<file path="src/rtl/fast_square_comb_decim_if.sv">
// ---------------------------------------------------------------------------
// fast_square_comb_decim_if
//
// Purpose: groups the sample-stream signals of the fast-square I/Q comb
// decimator into one bundle. The producer side (DDC output plus the
// freq_step restart source) uses the master modport. The comb/decimator
// uses the slave modport.
//
// Signals:
//   in_strobe   producer -> decim  i_in/q_in valid this cycle
//   restart     producer -> decim  one-cycle synchronous re-initialise
//   i_in, q_in  producer -> decim  signed WIDTH-bit input samples
//   out_strobe  decim -> consumer  one-cycle pulse, i_out/q_out updated
//   i_out/q_out decim -> consumer  signed WIDTH-bit decimated samples
//   blanking    decim -> consumer  high while outputs are forced to blank
// ---------------------------------------------------------------------------
interface fast_square_comb_decim_if #(
    parameter int WIDTH = 16
);
    logic                    in_strobe;
    logic                    restart;
    logic signed [WIDTH-1:0] i_in;
    logic signed [WIDTH-1:0] q_in;
    logic                    out_strobe;
    logic signed [WIDTH-1:0] i_out;
    logic signed [WIDTH-1:0] q_out;
    logic                    blanking;

    // Sample source / testbench side
    modport master (
        output in_strobe,
        output restart,
        output i_in,
        output q_in,
        input  out_strobe,
        input  i_out,
        input  q_out,
        input  blanking
    );

    // Comb/decimator side
    modport slave (
        input  in_strobe,
        input  restart,
        input  i_in,
        input  q_in,
        output out_strobe,
        output i_out,
        output q_out,
        output blanking
    );
endinterface

</file>
<file path="src/rtl/fast_square_comb_decim.sv">
// ---------------------------------------------------------------------------
// fast_square_comb_decim
//
// Purpose: parametrised I/Q comb filter followed by a decimator for the
// fast-square baseband path. It sits between the DDC output and the
// baseband capture/record logic. After reset or restart, the first
// BLANK_OUTPUTS decimated outputs are replaced by BLANK_VALUE, so the
// recorder never sees the comb settling transient.
//
// Ports:
//   clock  sole clock; all state updates on the rising edge
//   reset  asynchronous, active-low; clears all state
//   bus    slave side of fast_square_comb_decim_if:
//            in_strobe/i_in/q_in  input sample stream
//            restart              synchronous re-initialise (e.g. freq_step)
//            out_strobe           one-cycle pulse with new i_out/q_out
//            i_out/q_out          registered saturated outputs, held
//            blanking             high while outputs are forced to blank
//
// Parameters:
//   WIDTH          sample width in and out (signed)
//   STAGES         cascaded comb stages, 1..4
//   DELAY          comb differential delay D, 1..4
//   DECIM          decimation factor, 1..255
//   BLANK_OUTPUTS  decimated outputs blanked after reset/restart, 0..65535
//   BLANK_VALUE    value driven while blanking
// ---------------------------------------------------------------------------
module fast_square_comb_decim #(
    parameter int               WIDTH         = 16,
    parameter int               STAGES        = 2,
    parameter int               DELAY         = 1,
    parameter int               DECIM         = 17,
    parameter int               BLANK_OUTPUTS = 201,
    parameter logic [WIDTH-1:0] BLANK_VALUE   = 16'h8000
) (
    input  logic                       clock,
    input  logic                       reset,
    fast_square_comb_decim_if.slave    bus
);

    // Widest intermediate value: stage k grows the word by one bit.
    localparam int WW = WIDTH + STAGES;

    localparam logic [7:0]  DECIM_M1 = 8'(DECIM - 1);
    localparam logic [15:0] BLANK_N  = 16'(BLANK_OUTPUTS);

    typedef enum logic {
        ST_BLANK = 1'b0,
        ST_RUN   = 1'b1
    } state_t;

    // With no outputs to blank, the block comes out of reset already running.
    localparam state_t ST_INIT = (BLANK_OUTPUTS == 0) ? ST_RUN : ST_BLANK;

    // -----------------------------------------------------------------------
    // Comb chain
    // Element 0 is the (sign-extended) input. Element k is the output of
    // stage k. All elements share the widest format so that the generate
    // loop can index them uniformly. Each stage only consumes the low bits
    // that its true width needs.
    // -----------------------------------------------------------------------
    logic signed [WW-1:0] i_chain [0:STAGES];
    logic signed [WW-1:0] q_chain [0:STAGES];
    logic [STAGES:0]      v_chain;

    // A sample presented together with restart is discarded.
    assign v_chain[0] = bus.in_strobe & ~bus.restart;
    assign i_chain[0] = WW'(bus.i_in);
    assign q_chain[0] = WW'(bus.q_in);

    for (genvar gi = 0; gi < STAGES; gi++) begin : g_stage
        localparam int IW = WIDTH + gi;   // input width of this stage
        localparam int OW = IW + 1;       // output width of this stage

        logic signed [IW-1:0] i_x;
        logic signed [IW-1:0] q_x;
        logic signed [IW-1:0] i_dl_q [0:DELAY-1];
        logic signed [IW-1:0] q_dl_q [0:DELAY-1];
        logic signed [OW-1:0] i_y_d;
        logic signed [OW-1:0] q_y_d;
        logic signed [OW-1:0] i_y_q;
        logic signed [OW-1:0] q_y_q;
        logic                 v_q;

        // The upper bits of the shared-width chain are pure sign extension.
        assign i_x = i_chain[gi][IW-1:0];
        assign q_x = q_chain[gi][IW-1:0];

        // y[n] = x[n] - x[n-D], with a one-bit sign extension so it is exact.
        assign i_y_d = {i_x[IW-1], i_x} - {i_dl_q[DELAY-1][IW-1], i_dl_q[DELAY-1]};
        assign q_y_d = {q_x[IW-1], q_x} - {q_dl_q[DELAY-1][IW-1], q_dl_q[DELAY-1]};

        always_ff @(posedge clock or negedge reset) begin
            if (!reset) begin
                for (int j = 0; j < DELAY; j++) begin
                    i_dl_q[j] <= '0;
                    q_dl_q[j] <= '0;
                end
                i_y_q <= '0;
                q_y_q <= '0;
                v_q   <= 1'b0;
            end else if (bus.restart) begin
                for (int j = 0; j < DELAY; j++) begin
                    i_dl_q[j] <= '0;
                    q_dl_q[j] <= '0;
                end
                i_y_q <= '0;
                q_y_q <= '0;
                v_q   <= 1'b0;
            end else begin
                // The valid bit is a pulse. Data and history only move on
                // valid, so input gaps stall the chain without losing anything.
                v_q <= v_chain[gi];
                if (v_chain[gi]) begin
                    i_dl_q[0] <= i_x;
                    q_dl_q[0] <= q_x;
                    for (int j = 1; j < DELAY; j++) begin
                        i_dl_q[j] <= i_dl_q[j-1];
                        q_dl_q[j] <= q_dl_q[j-1];
                    end
                    i_y_q <= i_y_d;
                    q_y_q <= q_y_d;
                end
            end
        end

        assign i_chain[gi+1] = WW'(i_y_q);
        assign q_chain[gi+1] = WW'(q_y_q);
        assign v_chain[gi+1] = v_q;
    end

    // -----------------------------------------------------------------------
    // Saturation of the last comb stage down to the output width.
    // The value fits when all bits from the output sign bit upwards agree.
    // -----------------------------------------------------------------------
    function automatic logic signed [WIDTH-1:0] sat_out(input logic signed [WW-1:0] v);
        logic [STAGES:0] top;
        top = v[WW-1:WIDTH-1];
        if ((top == '0) || (top == '1)) begin
            sat_out = v[WIDTH-1:0];
        end else if (v[WW-1]) begin
            sat_out = {1'b1, {(WIDTH-1){1'b0}}};
        end else begin
            sat_out = {1'b0, {(WIDTH-1){1'b1}}};
        end
    endfunction

    logic signed [WIDTH-1:0] i_sat;
    logic signed [WIDTH-1:0] q_sat;

    assign i_sat = sat_out(i_chain[STAGES]);
    assign q_sat = sat_out(q_chain[STAGES]);

    // -----------------------------------------------------------------------
    // Decimation and blanking control
    // BLANK counts blanked strobes in bcnt. The strobe that brings bcnt to
    // BLANK_OUTPUTS still carries BLANK_VALUE, but it moves the machine to
    // RUN, so blanking drops in the same cycle as that strobe. bcnt
    // saturates because it only advances while in BLANK.
    // -----------------------------------------------------------------------
    state_t                  state_q, state_d;
    logic [7:0]              dcnt_q, dcnt_d;
    logic [15:0]             bcnt_q, bcnt_d;
    logic                    out_strobe_q, out_strobe_d;
    logic signed [WIDTH-1:0] i_out_q, i_out_d;
    logic signed [WIDTH-1:0] q_out_q, q_out_d;

    always_comb begin
        state_d      = state_q;
        dcnt_d       = dcnt_q;
        bcnt_d       = bcnt_q;
        out_strobe_d = 1'b0;
        i_out_d      = i_out_q;
        q_out_d      = q_out_q;

        if (bus.restart) begin
            // Restart wins over any capture that would land this cycle.
            state_d = ST_INIT;
            dcnt_d  = '0;
            bcnt_d  = '0;
            i_out_d = BLANK_VALUE;
            q_out_d = BLANK_VALUE;
        end else if (v_chain[STAGES]) begin
            if (dcnt_q == DECIM_M1) begin
                dcnt_d       = '0;
                out_strobe_d = 1'b1;
                if (state_q == ST_BLANK) begin
                    i_out_d = BLANK_VALUE;
                    q_out_d = BLANK_VALUE;
                    bcnt_d  = bcnt_q + 16'd1;
                    if (bcnt_d == BLANK_N) begin
                        state_d = ST_RUN;
                    end
                end else begin
                    i_out_d = i_sat;
                    q_out_d = q_sat;
                end
            end else begin
                dcnt_d = dcnt_q + 8'd1;
            end
        end
    end

    always_ff @(posedge clock or negedge reset) begin
        if (!reset) begin
            state_q      <= ST_INIT;
            dcnt_q       <= '0;
            bcnt_q       <= '0;
            out_strobe_q <= 1'b0;
            i_out_q      <= BLANK_VALUE;
            q_out_q      <= BLANK_VALUE;
        end else begin
            state_q      <= state_d;
            dcnt_q       <= dcnt_d;
            bcnt_q       <= bcnt_d;
            out_strobe_q <= out_strobe_d;
            i_out_q      <= i_out_d;
            q_out_q      <= q_out_d;
        end
    end

    assign bus.out_strobe = out_strobe_q;
    assign bus.i_out      = i_out_q;
    assign bus.q_out      = q_out_q;
    assign bus.blanking   = (state_q == ST_BLANK);

endmodule

</file>
<file path="src/flat_wrapper.sv">
// flat-port wrapper written by rule: the top's interface ports become plain ports
module fast_square_comb_decim_flat 
#(
    parameter int               WIDTH         = 16,
    parameter int               STAGES        = 2,
    parameter int               DELAY         = 1,
    parameter int               DECIM         = 17,
    parameter int               BLANK_OUTPUTS = 201,
    parameter logic [WIDTH-1:0] BLANK_VALUE   = 16'h8000
)
  (clock, reset, bus_in_strobe, bus_restart, bus_i_in, bus_q_in, bus_out_strobe, bus_i_out, bus_q_out, bus_blanking);
  fast_square_comb_decim_if #(.WIDTH(WIDTH)) bus_i ();
  input  logic clock;
  input  logic reset;
  input wire logic [$bits(bus_i.in_strobe)-1:0] bus_in_strobe;
  input wire logic [$bits(bus_i.restart)-1:0] bus_restart;
  input wire logic [$bits(bus_i.i_in)-1:0] bus_i_in;
  input wire logic [$bits(bus_i.q_in)-1:0] bus_q_in;
  output wire logic [$bits(bus_i.out_strobe)-1:0] bus_out_strobe;
  output wire logic [$bits(bus_i.i_out)-1:0] bus_i_out;
  output wire logic [$bits(bus_i.q_out)-1:0] bus_q_out;
  output wire logic [$bits(bus_i.blanking)-1:0] bus_blanking;
  assign bus_i.in_strobe = bus_in_strobe;
  assign bus_i.restart = bus_restart;
  assign bus_i.i_in = bus_i_in;
  assign bus_i.q_in = bus_q_in;
  assign bus_out_strobe = bus_i.out_strobe;
  assign bus_i_out = bus_i.i_out;
  assign bus_q_out = bus_i.q_out;
  assign bus_blanking = bus_i.blanking;
  fast_square_comb_decim #(.WIDTH(WIDTH), .STAGES(STAGES), .DELAY(DELAY), .DECIM(DECIM), .BLANK_OUTPUTS(BLANK_OUTPUTS), .BLANK_VALUE(BLANK_VALUE)) u_core (.clock(clock), .reset(reset), .bus(bus_i));
endmodule
</file>
<file path="config.mk">
export PLATFORM = sky130hd
export DESIGN_NAME = fast_square_comb_decim_flat
export DESIGN_NICKNAME = d
export VERILOG_FILES = /design/src/rtl/fast_square_comb_decim_if.sv /design/src/rtl/fast_square_comb_decim.sv /design/src/flat_wrapper.sv
export SDC_FILE = /design/constraint.sdc
export NUM_CORES = 1
export LEC_CHECK = 0
export ABC_AREA = 1
export BUFFER_PORTS_ARGS = -buffer_cell sky130_fd_sc_hd__buf_2
export CORE_MARGIN = 4
export CORE_UTILIZATION = 56
export DETAILED_ROUTE_END_ITERATION = 6
export PLACE_DENSITY = 0.77
export SETUP_SLACK_MARGIN = 0.02
export SKIP_CTS_REPAIR_TIMING = 1
export SYNTH_ARGS = -nofsm -noshare
export SYNTH_HDL_FRONTEND = slang
export SYNTH_SLANG_ARGS = --single-unit
</file>
<file path="constraint.sdc">
create_clock -name clock -period 1.8 [get_ports clock]
set_input_delay 0.09 -clock clock [delete_from_list [all_inputs] [get_ports clock]]
set_output_delay 0.09 -clock clock [all_outputs]
set_load 0.1 [all_outputs]
</file>
==> metrics.md <==
| Metric | Value |
|---|---|
| Outcome | finished, violations left |
| Failing checks | negative setup slack |
| Area grow syn2layout | 23.5% |
| Synth Area in Adders | 8.31% |
| Worst clock skew | 0.0125 ns |
| Die area | 22,900 um^2 |
| WS Path Type | reg2reg |
| Worst path arrival time | 2.16 ns |
| Final hold vios | 0 |
| Diodes inserted | 0 |
| Vias per cell | ~5.4 |
| Routability Congestion | 0.918 |
| Top FF cell, synth | dfrtp_1 |
| Clock Tree Root | clkbuf_16 |
| Syn avg cell area | 7.56 um^2 |
| Synth Area in XOR/XNOR | 0.457% |
| CP required | 2.12 ns |
| Final WS setup | -0.0452 ns |
| Crit share post-route | 103% |
| Setup violators final | 7 |
| Die height | 151 um |
| CTS H-tree depth | 4 |
| Fin crit period | 1.85 ns |
| Yosys top cell area share | 42.2% |
| Post-Syn Nets | around 1,600 |
| Crit path capture type | register |
| DRC Markers | 0 |
| Crit path launch type | register |
| WHS | just under 0.03 ns |
| Yosys Warn Count | 0 |
| Leakage | 6.85 nW |
| Drt first pass iters | 5 |
| Global-route wire length before repair | 44,300 um |
| Initial Util | 56.9% |
| Pwr Total | approximately 12 mW |
| Sequential cell area fraction in the yosys report | 42.6% |
| Row cnt | 52 |
| Fin cells | ~2,000 |
| Netlist cell types | 43 |
| Hold Path Class | in2reg |
| Clock transition at path regs | roughly 0.070 ns |
| Min-delay src | bus_q_in[0] |
| Worst Setup SP | u_core.g_stage[0].q_dl_q[0] |
| Cell count after synthesis | 1,523 |
| HPWL Detailed | 19,000 um |
| GR Overflow Total | 0 |
| Synth top cells by count | nand2_1, dfrtp_1, inv_1 |
| FF-to-FF setup slack | -0.05 ns |
| Worst slew margin | 50.0% |
| Compound-cell area share of the yosys netlist | 16.1% |
| Share of cells above drive strength 1 | 20.5% |
| CTS Buffer Depth | 2 |
| Chip width | 151 um |
| Worst R2R Start | u_core.g_stage[0].q_dl_q[0] |
| Dpl cells | 1,864 |
| Worst Tran Pin Value | about 0.75 ns |
| Inserted Clock Buffers | 17 |
| RSZ-0062 raised after global routing | yes |
| Initial antenna violation count | 0 |
| Mux share of post-synthesis cell area | 0% |
| Fmax | 542 MHz |
| Fillers | 1,623 |
| Final net count | 1,777 |
| Tot GR Track Use | 23.4% |
| Synth Area in Simple Gates | 24.5% |
| Ports | 70 |
| Dominant cell type by area after synthesis | dfrtp_1 |
| Vias in the first global route | 9,446 |
| Power Density | 834 nW/um^2 |
| DRT antenna net count | 0 |
| Worst skew pair latency | 0.43 ns |
| Initial DRC Count | 723 |
| Mapped Area | ~12,000 um^2 |
| CTS tree | yes |
| Routed vias | 10,500 |
| Synth Register Bits | 196 |
| Top-count cell post-synth | nand2_1 |
| EDFF count, synth | 0 |
| Dominant cells by area after synthesis | dfrtp_1, nand2_1, ha_1 |
| Slew Limit Fails | 0 |
| Fin area | 14,200 um^2 |
| Largest net degree at the start of global routing | 68 |
| Routed wire per std cell | 14.3 um |
| Clock sink total | 196 |
| Post-Route WL | between 20,000 and 30,000 um |
| Placed instance area | 12,400 um^2 |
| Max VDD drop | just over 600 uV |
| Synth async-reset ratio | 100% |
| Largest family of logic cells by synthesized area | simple AND/OR/NAND/NOR gates |
| Critical path peak fanout | 4 |
| Max-cap viol count | 0 |
| Standard cell core area | just over 20,000 um^2 |
| Port Buffer Count | 69 |
[critical path, cell delays in order (launching register included)]
cell,delay [ns]
dfrtp_1,0.36
ha_2,0.17
inv_2,0.05
fa_2,0.40
nand2_2,0.09
nand2_2,0.06
o21ai_4,0.09
inv_2,0.06
nand2_2,0.07
nand3_4,0.09
nand2_2,0.08
nand3_1,0.06
nand3_1,0.09
nand2_1,0.06
[stage by stage]
step	setup WS, ns	utilization (%)	setup TNS [ns]
2_1_floorplan	0.0328	-	0
3_3_place_gp	-0.0564	61.1	-0.171
3_5_place_dp	-0.189	61.1	-1.49
4_1_cts	-0.201	63.9	-2.00
5_1_grt	-0.182	70.3	-1.82
6_report	-0.0452	70.3	-0.145
[worst paths after layout]
path,cells after the start,to
hold reg to reg,2,u_core.bus.q_out[15]
setup / recovery,13,u_core.g_stage[0].q_y_q[16]
max in group asynchronous,3,u_core.g_stage[1].q_y_q[0]
min in group asynchronous,2,u_core.bus.i_out[3]
hold / removal,3,u_core.g_stage[0].q_dl_q[0]
setup reg to reg,13,u_core.g_stage[0].q_y_q[16]
[cells in the final DEF, fill, tap and decap left out, drive strengths merged, types with 3 or more instances in the layout]
cell type	instances
o22ai	29
o21bai	8
nand2	436
fa	4
nand3b	12
clkbuf	24
a21o	11
o31ai	4
inv	191
dlygate4sd3	32
nor2	116
o21ai	197
clkinv	8
o21a	3
nor3	9
a21oi	81
nand4	5
nand3	92
buf	132
dfrtp	194
o32ai	3
ha	70
xor2	5
[cell families after synthesis]
family                   Yosys count
AND/OR/NAND/NOR                  675
buffers and inverters            231
flip-flops                       196
adder cells (fa/ha/maj)           74
XOR/XNOR                           6
AO/OA/AOI/OAI                    341
[registers in the layout, indices dropped and copies added (netlist names)]
signal and cells:
u_core.g_stage.v_q 2, u_core.g_stage.q_y_q 35, u_core.bus.q_out 16, u_core.g_stage.i_y_q 35, u_core.bcnt_q 16, u_core.bus.out_strobe 1, u_core.bus.i_out 16, u_core.state_q 1
u_core.g_stage.q_dl_q 33, u_core.dcnt_q 8, u_core.g_stage.i_dl_q 33
[report_power, final]
| part | switching (mW) | internal (mW) |
|---|---|---|
| sequential | 0.179 | 4.65 |
| clock | 1.67 | 1.93 |
| combinational | 2.06 | 1.36 |
| total | 3.91 | 7.95 |
[routing by layer]
layer	share of wire, %	up-vias	global-route usage, %
li1	-	5290	-
met1	47	4932	34.2
met2	46	281	37.3
met3	5.5	34	3.35
met4	1.2	0	5.26
met5	0	-	0
[final cells by class]
cell class / instances / area, um^2 / share of cell area, %
multi-input cells: 1096 / 6480 / 45.6
flip-flops and latches: 196 / 4910 / 34.5
repair buffers: 165 / 1210 / 8.50
inverters: 191 / 723 / 5.09
clock buffers: 23 / 488 / 3.43
well taps: 270 / 338 / 2.38
clock inverters: 9 / 70.1 / 0.493
Note: power is estimated with default switching activity, not from simulation.
